$ cat src/rtl/comparator_core.sv
// Registered equality/magnitude comparator with a saturating match counter.
// Optional COMPARATOR_MASK_EN adds a per-bit mask port; masked-off bits are don't-care.
module comparator_core #(
  parameter int WIDTH     = 4,
  parameter int CNT_WIDTH = 8
) (
  input  logic                 clk,
  input  logic                 rst,
  input  logic                 in_valid,
  input  logic [WIDTH-1:0]     in0,
  input  logic [WIDTH-1:0]     in1,
`ifdef COMPARATOR_MASK_EN
  input  logic [WIDTH-1:0]     mask,
`endif
  input  logic                 clr_count,
  output logic                 out,
  output logic                 lt,
  output logic                 gt,
  output logic                 out_valid,
  output logic [CNT_WIDTH-1:0] match_count
);

  logic [WIDTH-1:0]     a_m;
  logic [WIDTH-1:0]     b_m;
  logic                 eq_next;
  logic                 lt_next;
  logic                 gt_next;
  logic                 eq_reg;
  logic                 lt_reg;
  logic                 gt_reg;
  logic                 valid_reg;
  logic [CNT_WIDTH-1:0] count_reg;
  logic [CNT_WIDTH-1:0] count_next;

  // Masking both operands makes equality identical to ((in0 ^ in1) & mask) == 0.
  genvar gi;
  generate
    for (gi = 0; gi < WIDTH; gi++) begin : g_mask
`ifdef COMPARATOR_MASK_EN
      assign a_m[gi] = in0[gi] & mask[gi];
      assign b_m[gi] = in1[gi] & mask[gi];
`else
      assign a_m[gi] = in0[gi];
      assign b_m[gi] = in1[gi];
`endif
    end
  endgenerate

  assign eq_next = (a_m == b_m);
  assign lt_next = (a_m <  b_m);
  assign gt_next = (a_m >  b_m);

  always_comb begin
    count_next = count_reg;
    if (clr_count) begin
      count_next = '0;
    end else if (in_valid && eq_next && (count_reg != {CNT_WIDTH{1'b1}})) begin
      count_next = count_reg + CNT_WIDTH'(1);
    end
  end

  always_ff @(posedge clk or posedge rst) begin
    if (rst) begin
      eq_reg    <= 1'b0;
      lt_reg    <= 1'b0;
      gt_reg    <= 1'b0;
      valid_reg <= 1'b0;
      count_reg <= '0;
    end else begin
      valid_reg <= in_valid;
      count_reg <= count_next;
      // Result flags hold across idle cycles; only out_valid drops.
      if (in_valid) begin
        eq_reg <= eq_next;
        lt_reg <= lt_next;
        gt_reg <= gt_next;
      end
    end
  end

  assign out         = eq_reg;
  assign lt          = lt_reg;
  assign gt          = gt_reg;
  assign out_valid   = valid_reg;
  assign match_count = count_reg;

endmodule

$ cat config.mk
export PLATFORM = sky130hd
export DESIGN_NAME = comparator_core
export DESIGN_NICKNAME = d
export VERILOG_FILES = /design/src/rtl/comparator_core.sv
export SDC_FILE = /design/constraint.sdc
export NUM_CORES = 1
export LEC_CHECK = 0
export ABC_AREA = 1
export CAP_MARGIN = 30
export CELL_PAD_IN_SITES_DETAIL_PLACEMENT = 0
export CELL_PAD_IN_SITES_GLOBAL_PLACEMENT = 2
export CORE_ASPECT_RATIO = 1.4
export CORE_UTILIZATION = 25
export CTS_BUF_LIST = sky130_fd_sc_hd__clkbuf_16
export DETAILED_ROUTE_END_ITERATION = 6
export GPL_ROUTABILITY_DRIVEN = 0
export HOLD_SLACK_MARGIN = 0.03
export PLACE_DENSITY_LB_ADDON = 0.3
export SYNTH_ARGS = -nofsm -noshare
export SYNTH_HDL_FRONTEND = slang
export SYNTH_SLANG_ARGS = --single-unit
$ cat constraint.sdc
create_clock -name clk -period 2.29 [get_ports clk]
set_input_delay 0.458 -clock clk [delete_from_list [all_inputs] [get_ports clk]]
set_output_delay 0.458 -clock clk [all_outputs]
set_load 0.02 [all_outputs]
==> impl_metrics.json, run 1 <==
{
  "layout.core_utilization_pct": 37.9,
  "critical_path.startpoint": "in1[3]",
  "fill_cell_instance_count_of_the_final_layout": 301,
  "yosys_most_used_dff": "dfrtp_1",
  "seq_area_um2": 300,
  "clock_skew_ns": 0.00259,
  "grt_remaining_overflow": 0,
  "criticalPathCategory": "in -> reg",
  "cts.repair.resized": 0,
  "synth_largest_type_area_fraction_pct": 40.4,
  "slew_headroom_pct": 67.7,
  "synth_edf_count": 0,
  "pin_count_of_the_biggest_net_entering_global_routing": 15,
  "number_of_diodes_added_for_antenna_fixing": 0,
  "endpoint_required_time_on_the_critical_path_ns": 2.46,
  "net_switching_power_of_the_design_uw": 133,
  "first_global_vias": 693,
  "regToRegSetupSlack_ns": 0.80,
  "combined_area_of_the_multi_input_logic_cells_um2": 368,
  "globalRouteTotalUtil_pct": 13.3,
  "max_cap_violations": 0,
  "grt_antenna_before_repair": 0,
  "yosysTopAreaCell": "dfrtp_1",
  "hold_path_end": "gt$_DFFE_PP0P_",
  "io_buffers": 23,
  "power_density_nw_per_um2": 577,
  "dominant_cell_by_count_in_the_synthesized_netlist": "nand2_1",
  "route.detailed.wl_per_inst_um": 10.5,
  "endpoints_failing_setup": 0,
  "final_layout_size_suffix_gt1_share_pct": 5.51,
  "vias_per_cell": 4.37,
  "post-layout-total-power_uw": 623,
  "antenna_violating_nets_post_route": 0,
  "clock_tree_root_buffer_cell": "clkbuf_16",
  "highest_fanout_seen_on_the_critical_path": 12,
  "crit_path_start_kind": "primary input",
  "max_frequency_ghz": 0.539,
  "place.detailed.hpwl_um": 1380,
  "synth_area_leaders": "dfrtp_1, nand2_1, nand3_1, ha_1, inv_1",
  "worst-slew-pin-transition_ns": 0.483,
  "synth_async_sr_flop_share_pct": 100,
  "synth_warnings": 0,
  "dieArea_um2": 3200,
  "irDropWorstVdd_mv": 0.436,
  "avgSynthCellArea_um2": 7.29,
  "io-pin-count": 24,
  "first_pass_grt_wire_length_um": 3010,
  "placeableCoreArea_um2": 2850,
  "critical-path-slowest-cell": "clkdlybuf4s50_1",
  "synth.yosys.seq_area_share_pct": 40.4,
  "finish.cell_count_without_fillers": 164,
  "vias": 717,
  "status": "complete, no violations",
  "clock_network_fraction_of_design_power_pct": 51.1,
  "die_w_um": 48.1,
  "min_from": "gt$_DFFE_PP0P_",
  "cts_buffer_depth": 2,
  "number_of_flip_flops_in_the_largest_register": 8,
  "holdCritPathClass": "reg -> reg",
  "hold_vio_cnt_final": 0,
  "timing.rr.end": "match_count[4]$_DFFE_PP0P_",
  "arrival_ns": 2.03,
  "postRouteWirelength_um": 1730,
  "number_of_instances_in_the_synthesized_netlist": 102,
  "placedCellCount": 160,
  "seqPwrFrac_pct": 36.0,
  "net_sw_share_pct": 21.4,
  "slew_violations": 0,
  "chipHeight_um": 66.5,
  "max_stage_delay_ns": 0.45,
  "post-cts-setup-buffer-count": 0,
  "r2r_depth": 8,
  "worst_r2r_src": "match_count[0]$_DFFE_PP0P_",
  "fin_worst_hold_slack_ns": 0.483,
  "timing.critical_path.cells": "clkdlybuf4s50_1 -> inv_1 -> ha_1 -> nand2_1 -> nor2_1 -> nand2_1 -> inv_1 -> nand2_2 -> inv_1 -> nand3_1 -> nand2_1",
  "power.leakage_uw": 0.000536,
  "tritoncts": "built",
  "cellInternalPower_uw": 490,
  "synth.lib_cells_used.distinct": 16,
  "share_of_power_burned_in_combinational_logic_pct": 12.9,
  "synth.cell_area_um2": 743,
  "mappedNetlistNets": 119,
  "final_net_count": 145,
  "fin_crit_ns": 1.86,
  "end_kind": "flip-flop",
  "fp-row-count": 23,
  "cts_num_sinks": 12,
  "min_delay_path_depth": 2,
  "number_of_buffers_inserted_during_clock_tree_synthesis": 3,
  "rsz0062_at_grt": "false",
  "floorplan.initialDensity_pct": 26.1,
  "clk_transition_reported_paths_ns": 0.04,
  "drt_iter0_drc": 14,
  "setup_tns_ns": 0,
  "synth.cells.most_frequent": "nand2_1, nand3_1, inv_1",
  "clk_latency_ns": 0.24,
  "ctsHoldBuffers": 0,
  "synth-seq-cells": 12,
  "detail_route.first_pass.iterations": 4,
  "clock_tree.htree_level_count": 1,
  "finalCritPeriodShare_pct": 81.1,
  "layout-area-overhead-vs-synth_pct": 45.3,
  "drc_errors": 0
}
[final cells by class]
| class | count | area share [%] |
|---|---|---|
| flip-flops and latches | 12 | 27.8 |
| repair buffers | 23 | 21.3 |
| multi-input cells | 73 | 34.1 |
| well taps | 37 | 4.29 |
| inverters | 15 | 5.21 |
| clock inverters | 1 | 0.348 |
| clock buffers | 3 | 6.95 |
[power by group through the flow]
stage	clock network (uW)	logic [uW]	registers (uW)
after floorplan	0	30.7	237
after global placement	0	81.1	228
after detailed placement	0	81.7	227
after CTS	328	82.0	224
after global routing	342	90.9	225
final	318	80.4	224
[placed cells by master, fill, tap and decap left out]
cell,count
dfrtp_1,12
o21ai_1,2
clkinv_1,1
ha_1,5
nor3_1,1
a21oi_1,4
clkdlybuf4s50_1,23
inv_1,15
nor2_1,7
nand2_2,2
nand2_1,29
nand3_1,16
nor2_2,1
o21ai_0,3
o21bai_1,2
or2_2,1
clkbuf_16,3
[cells by family (layout without fill, tap and decap cells)]
family                   Yosys count  after routing  synth area share, %
AND/OR/NAND/NOR                   57             57                 33.0
flip-flops                        12             12                 40.4
adder cells (fa/ha/maj)            5              5                 8.42
AO/OA/AOI/OAI                     11             11                 8.08
buffers and inverters             17             42                 10.1
[per-layer routing]
metal	global-route usage (%)	routed length [um]	vias to the layer above
met5	0	0	-
met4	5.90	17	0
met3	3.25	67	2
met2	22.1	918	18
met1	15.4	726	321
li1	-	-	376
[how the worst max path moves through the flow]
stage | end | slack, ns | cells after the start
after floorplan | match_count[5]$_DFFE_PP0P_ | 0.81 | 10
after global placement | match_count[0]$_DFFE_PP0P_ | 0.20 | 11
after detailed placement | match_count[0]$_DFFE_PP0P_ | 0.15 | 11
after CTS | match_count[0]$_DFFE_PP0P_ | 0.41 | 11
after global routing | match_count[0]$_DFFE_PP0P_ | 0.27 | 11
final | match_count[0]$_DFFE_PP0P_ | 0.43 | 11
[through the flow]
stage,area (um^2),setup slack [ns]
after floorplan,743,0.811
after global placement,1000,0.196
after detailed placement,1000,0.151
after CTS,1080,0.407
after global routing,1080,0.272
final,1080,0.433
[critical path, delay by kind of cell]
kind                       cells  cell delay [ns]
adders and majority gates      1             0.28
and+or+nand+nor                6             0.60
buffers and inverters          4             0.69
Note: power is estimated with default switching activity, not from simulation.
==> run 2: changes to the inputs <==
Settings changed: CORE_UTILIZATION 25 to 21.
Clock period 2.29 ns to 1.55 ns, I/O delays scaled along.
==> run 2 against run 1 <==
  * Wire length rose by 16%
  * First-iteration DRC count grew 71%
  * Die area rose by 18%
  * Total power grew 54%
  * Cell area rose by 15%
  * Clock skew rose by 0.00056 ns
  * Final cell count increased by 7.3%
  * Sequential power grew 48%
  * Setup slack worse by 0.39 ns
  * Count of clock-buffer cells in the layout unchanged
  * Clock power up 48%
==> impl_metrics.json, run 2 (same netlist as run 1, synthesis figures left out) <==
{
  "crit_path_start_kind": "flip-flop",
  "place.detailed.hpwl_um": 1490,
  "grt_antenna_before_repair": 0,
  "timing.rr.end": "match_count[4]$_DFFE_PP0P_",
  "clk_latency_ns": 0.24,
  "final_layout_size_suffix_gt1_share_pct": 23.5,
  "timing.critical_path.cells": "clkdlybuf4s50_1",
  "detail_route.first_pass.iterations": 4,
  "fin_worst_hold_slack_ns": 0.385,
  "fin_crit_ns": 1.51,
  "drc_errors": 0,
  "number_of_buffers_inserted_during_clock_tree_synthesis": 3,
  "clock_tree_root_buffer_cell": "clkbuf_16",
  "final_net_count": 154,
  "io-pin-count": 24,
  "dieArea_um2": 3780,
  "fp-row-count": 25,
  "io_buffers": 23,
  "layout-area-overhead-vs-synth_pct": 67.3,
  "power_density_nw_per_um2": 771,
  "critical-path-slowest-cell": "clkdlybuf4s50_1",
  "first_pass_grt_wire_length_um": 3400,
  "drt_iter0_drc": 24,
  "criticalPathCategory": "reg -> out",
  "grt_remaining_overflow": 0,
  "die_w_um": 52.3,
  "fill_cell_instance_count_of_the_final_layout": 396,
  "crit_buf_inv": 1,
  "r2r_depth": 8,
  "worst-slew-pin-transition_ns": 0.474,
  "max_stage_delay_ns": 0.61,
  "clock_tree.htree_level_count": 1,
  "cts_buffer_depth": 2,
  "hold_vio_cnt_final": 0,
  "chipHeight_um": 72.4,
  "max_cap_violations": 0,
  "antenna_violating_nets_post_route": 0,
  "end_kind": "output port",
  "finalCritPeriodShare_pct": 97.3,
  "endpoints_failing_setup": 0,
  "rsz0062_at_grt": "false",
  "finish.cell_count_without_fillers": 176,
  "slew_headroom_pct": 68.4,
  "irDropWorstVdd_mv": 0.368,
  "placedCellCount": 168,
  "holdCritPathClass": "in -> async",
  "worst_r2r_src": "match_count[1]$_DFFE_PP0P_",
  "route.detailed.wl_per_inst_um": 11.4,
  "status": "complete, no violations",
  "number_of_diodes_added_for_antenna_fixing": 0,
  "globalRouteTotalUtil_pct": 12.5,
  "layout_commonest_cell": "nand2_1",
  "tritoncts": "built",
  "ctsHoldBuffers": 0,
  "highest_fanout_seen_on_the_critical_path": 2,
  "clk_transition_reported_paths_ns": 0.04,
  "layout.cells.most_common_list": "nand2_1, nand3_1, dfrtp_1",
  "endpoint_required_time_on_the_critical_path_ns": 1.24,
  "postRouteWirelength_um": 2010,
  "crit_family": "buffers and inverters",
  "max_frequency_ghz": 0.663,
  "layout.core_utilization_pct": 36.8,
  "clock_skew_ns": 0.00315,
  "vias_per_cell": 4.42,
  "floorplan.initialDensity_pct": 22.0,
  "placeableCoreArea_um2": 3380,
  "number_of_flip_flops_in_the_largest_register": 8,
  "vias": 778,
  "slew_violations": 0,
  "power.leakage_uw": 0.000659,
  "first_global_vias": 815,
  "cts_num_sinks": 12,
  "arrival_ns": 1.20,
  "regToRegSetupSlack_ns": 0.14,
  "pin_count_of_the_biggest_net_entering_global_routing": 13,
  "post-layout-total-power_uw": 959
}
## run 2: cell count changes in the layout (fill, tap and decap cells not counted), sizes merged
| cell | before | now |
|---|---|---|
| buf | 0 | 8 |
| clkdlybuf4s50 | 23 | 7 |
| dlygate4sd2 | 0 | 11 |
| dlymetal6s2s | 0 | 5 |
| nand2 | 31 | 32 |
## run 2: per-layer routing
| metal | track usage (%) | vias to the layer above | share of wire [%] |
|---|---|---|---|
| li1 | - | 392 | - |
| met1 | 12.1 | 361 | 38 |
| met2 | 23.3 | 20 | 55 |
| met3 | 2.52 | 5 | 4.0 |
| met4 | 7.02 | 0 | 2.6 |
| met5 | 0 | - | 0 |
## run 2: worst max path at each step
stage | startpoint | end | slack (ns) | cells after the start
floorplan | match_count[1]$_DFFE_PP0P_ | match_count[5]$_DFFE_PP0P_ | 0.20 | 8
global placement | in1[3] | match_count[1]$_DFFE_PP0P_ | -0.36 | 11
detailed placement | in1[3] | match_count[1]$_DFFE_PP0P_ | -0.41 | 11
CTS | in1[2] | match_count[6]$_DFFE_PP0P_ | -0.006 | 11
global route | match_count[1]$_DFFE_PP0P_ | match_count[4]$_DFFE_PP0P_ | 0.007 | 8
finish | gt$_DFFE_PP0P_ | gt | 0.04 | 1
## run 2: power by group
part | leakage, uW | total (uW) | switching, uW | internal [uW]
Combinational | 0.000459 | 157 | 79.0 | 78.0
Sequential | 0.000162 | 332 | 5.96 | 326
Clock | 0.0000385 | 471 | 131 | 339
Total | 0.000659 | 959 | 216 | 743
## run 2: through the flow
step	setup TNS, ns	setup slack [ns]	cell area (um^2)
3_3_place_gp	-2.87	-0.357	1050
4_1_cts	-0.00624	-0.00624	1210
6_report	0	0.0414	1240
5_1_grt	0	0.00682	1240
3_5_place_dp	-3.34	-0.410	1050
2_1_floorplan	0	0.201	743
## run 2: cell type report
class | count | area (um^2) | area share [%]
clock buffers | 3 | 75.1 | 6.04
clock inverters | 1 | 3.75 | 0.302
inverters | 15 | 58.8 | 4.73
multi-input cells | 74 | 454 | 36.5
flip-flops and latches | 12 | 300 | 24.1
well taps | 40 | 50.0 | 4.02
repair buffers | 31 | 302 | 24.2
## run 2: what timing repair did
action                     CTS  global route
setup endpoints to repair   16             9
buffers inserted             3             0
gates resized for setup     25            11
pin swaps                    6             1
cloned                       1             0
==> run 3: changes to the inputs <==
Settings changed: CELL_PAD_IN_SITES_DETAIL_PLACEMENT 0 to 2.
==> run 3 against run 2 <==
  * Maximum frequency decreased by 0.38%
  * Via count grew 6.3%
  * Register-to-register slack worse by 0.02 ns
  * Sequential share of layout area fell by 0.55 points
  * Critical endpoint unchanged
  * Highest routed layer unchanged
==> impl_metrics.json, run 3 (same netlist as run 1, synthesis figures left out) <==
{
  "number_of_flip_flops_in_the_largest_register": 8,
  "grt_antenna_before_repair": 0,
  "fill_cell_instance_count_of_the_final_layout": 403,
  "status": "complete, no violations",
  "end_kind": "output port",
  "arrival_ns": 1.20,
  "clock_tree.htree_level_count": 1,
  "pin_count_of_the_biggest_net_entering_global_routing": 13,
  "hold_vio_cnt_final": 0,
  "clock_tree_root_buffer_cell": "clkbuf_16",
  "cts_buffer_depth": 2,
  "net_switching_power_of_the_design_uw": 230,
  "critical_path.startpoint": "gt$_DFFE_PP0P_",
  "layout.cells.most_common_list": "nand2_1, nand3_1, dfrtp_1",
  "clock_skew_ns": 0.00337,
  "endpoint_required_time_on_the_critical_path_ns": 1.24,
  "first_pass_grt_wire_length_um": 4370,
  "criticalPathCategory": "reg -> out",
  "irDropWorstVdd_mv": 0.410,
  "worst_r2r_src": "match_count[0]$_DFFE_PP0P_",
  "seqPwrFrac_pct": 33.9,
  "timing.critical_path.cells": "clkdlybuf4s50_1",
  "final_layout_size_suffix_gt1_share_pct": 24.6,
  "slew_violations": 0,
  "placeableCoreArea_um2": 3380,
  "highest_fanout_seen_on_the_critical_path": 2,
  "layout-area-overhead-vs-synth_pct": 71.2,
  "clock_network_fraction_of_design_power_pct": 48.5,
  "max_stage_delay_ns": 0.61,
  "chipHeight_um": 72.4,
  "floorplan.initialDensity_pct": 22.0,
  "ctsHoldBuffers": 0,
  "endpoints_failing_setup": 0,
  "vias_per_cell": 4.75,
  "dieArea_um2": 3780,
  "layout_commonest_cell": "nand2_1",
  "grt_remaining_overflow": 0,
  "tritoncts": "built",
  "clk_transition_reported_paths_ns": 0.04,
  "power_density_nw_per_um2": 768,
  "die_w_um": 52.3,
  "fin_crit_ns": 1.51,
  "slew_headroom_pct": 68.1,
  "cellInternalPower_uw": 748,
  "clk_latency_ns": 0.24,
  "fin_worst_hold_slack_ns": 0.388,
  "final_net_count": 152,
  "combined_area_of_the_multi_input_logic_cells_um2": 488,
  "share_of_power_burned_in_combinational_logic_pct": 17.5,
  "drt_iter0_drc": 9,
  "placedCellCount": 168,
  "worst-slew-pin-transition_ns": 0.478,
  "crit_family": "buffers and inverters",
  "post-layout-total-power_uw": 978,
  "fp-row-count": 25,
  "critical-path-slowest-cell": "clkdlybuf4s50_1",
  "number_of_diodes_added_for_antenna_fixing": 0,
  "place.detailed.hpwl_um": 1970,
  "postRouteWirelength_um": 2600,
  "first_global_vias": 963,
  "global_routing_s_busiest_layer": "met2",
  "grt_util_met1_pct": 14.9,
  "net_sw_share_pct": 23.5,
  "max_frequency_ghz": 0.660,
  "io-pin-count": 24,
  "globalRouteTotalUtil_pct": 15.9,
  "number_of_buffers_inserted_during_clock_tree_synthesis": 3,
  "crit_buf_inv": 1,
  "drc_errors": 0,
  "power.leakage_uw": 0.000687,
  "crit_path_start_kind": "flip-flop",
  "route.detailed.wl_per_inst_um": 14.9,
  "grt.met3_usage_pct": 1.68,
  "io_buffers": 23,
  "setup_tns_ns": 0,
  "seq_area_um2": 300,
  "finish.cell_count_without_fillers": 174,
  "finalCritPeriodShare_pct": 97.7,
  "cts_num_sinks": 12,
  "gr-usage-met2_pct": 31.6,
  "vias": 827,
  "antenna_violating_nets_post_route": 0,
  "holdCritPathClass": "in -> async",
  "max_cap_violations": 0,
  "detail_route.first_pass.iterations": 4
}
-- run 3: cell count changes in the layout (fill, tap and decap cells not counted), sizes merged --
cell / change
buf: -2
dlygate4sd2: -2
dlymetal6s2s: +2
-- run 3: area by class of cell --
type / count / area share, %
Timing Repair Buffer: 29 / 23.1
Clock inverter: 1 / 0.295
Multi-Input combinational cell: 74 / 38.3
Sequential cell: 12 / 23.6
Clock buffer: 3 / 5.90
Tap cell: 40 / 3.93
Inverter: 15 / 4.82
-- run 3: per-stage QoR --
step           cell area (um^2)  setup slack [ns]  utilization (%)
3_3_place_gp               1050            -0.357             31.2
4_1_cts                    1220          -0.00163             36.1
6_report                   1270            0.0356             37.7
2_1_floorplan               743             0.201                -
5_1_grt                    1270           -0.0422             37.7
3_5_place_dp               1050            -0.447             31.2
-- run 3: power groups by stage --
stage / registers [uW] / logic [uW] / clock network (uW)
final: 332 / 171 / 474
after CTS: 332 / 170 / 484
after global routing: 333 / 187 / 490
after global placement: 336 / 132 / 0
after floorplan: 350 / 45.4 / 0
after detailed placement: 336 / 140 / 0
-- run 3: timing repair --
item	4_1_cts	5_1_grt
setup endpoints to repair	16	11
setup buffers	1	0
pin swaps	4	4
cloned	1	0
gates resized for setup	27	16
-- run 3: worst paths after layout --
check / depth (start not counted) / to / slack [ns]
worst max-delay path: 1 / gt / 0.04
worst min-delay path: 2 / lt$_DFFE_PP0P_ / 0.39
worst max register to register: 8 / match_count[4]$_DFFE_PP0P_ / 0.12
worst min register to register: 2 / lt$_DFFE_PP0P_ / 0.48
max in group asynchronous: 2 / match_count[5]$_DFFE_PP0P_ / 0.83
min in group clk: 2 / lt$_DFFE_PP0P_ / 0.48
-- run 3: layer usage --
layer / part of all wire [%] / up-vias
met3: 3.2 / 7
li1: - / 391
met1: 35 / 405
met5: 0 / -
met2: 59 / 24
met4: 2.7 / 0
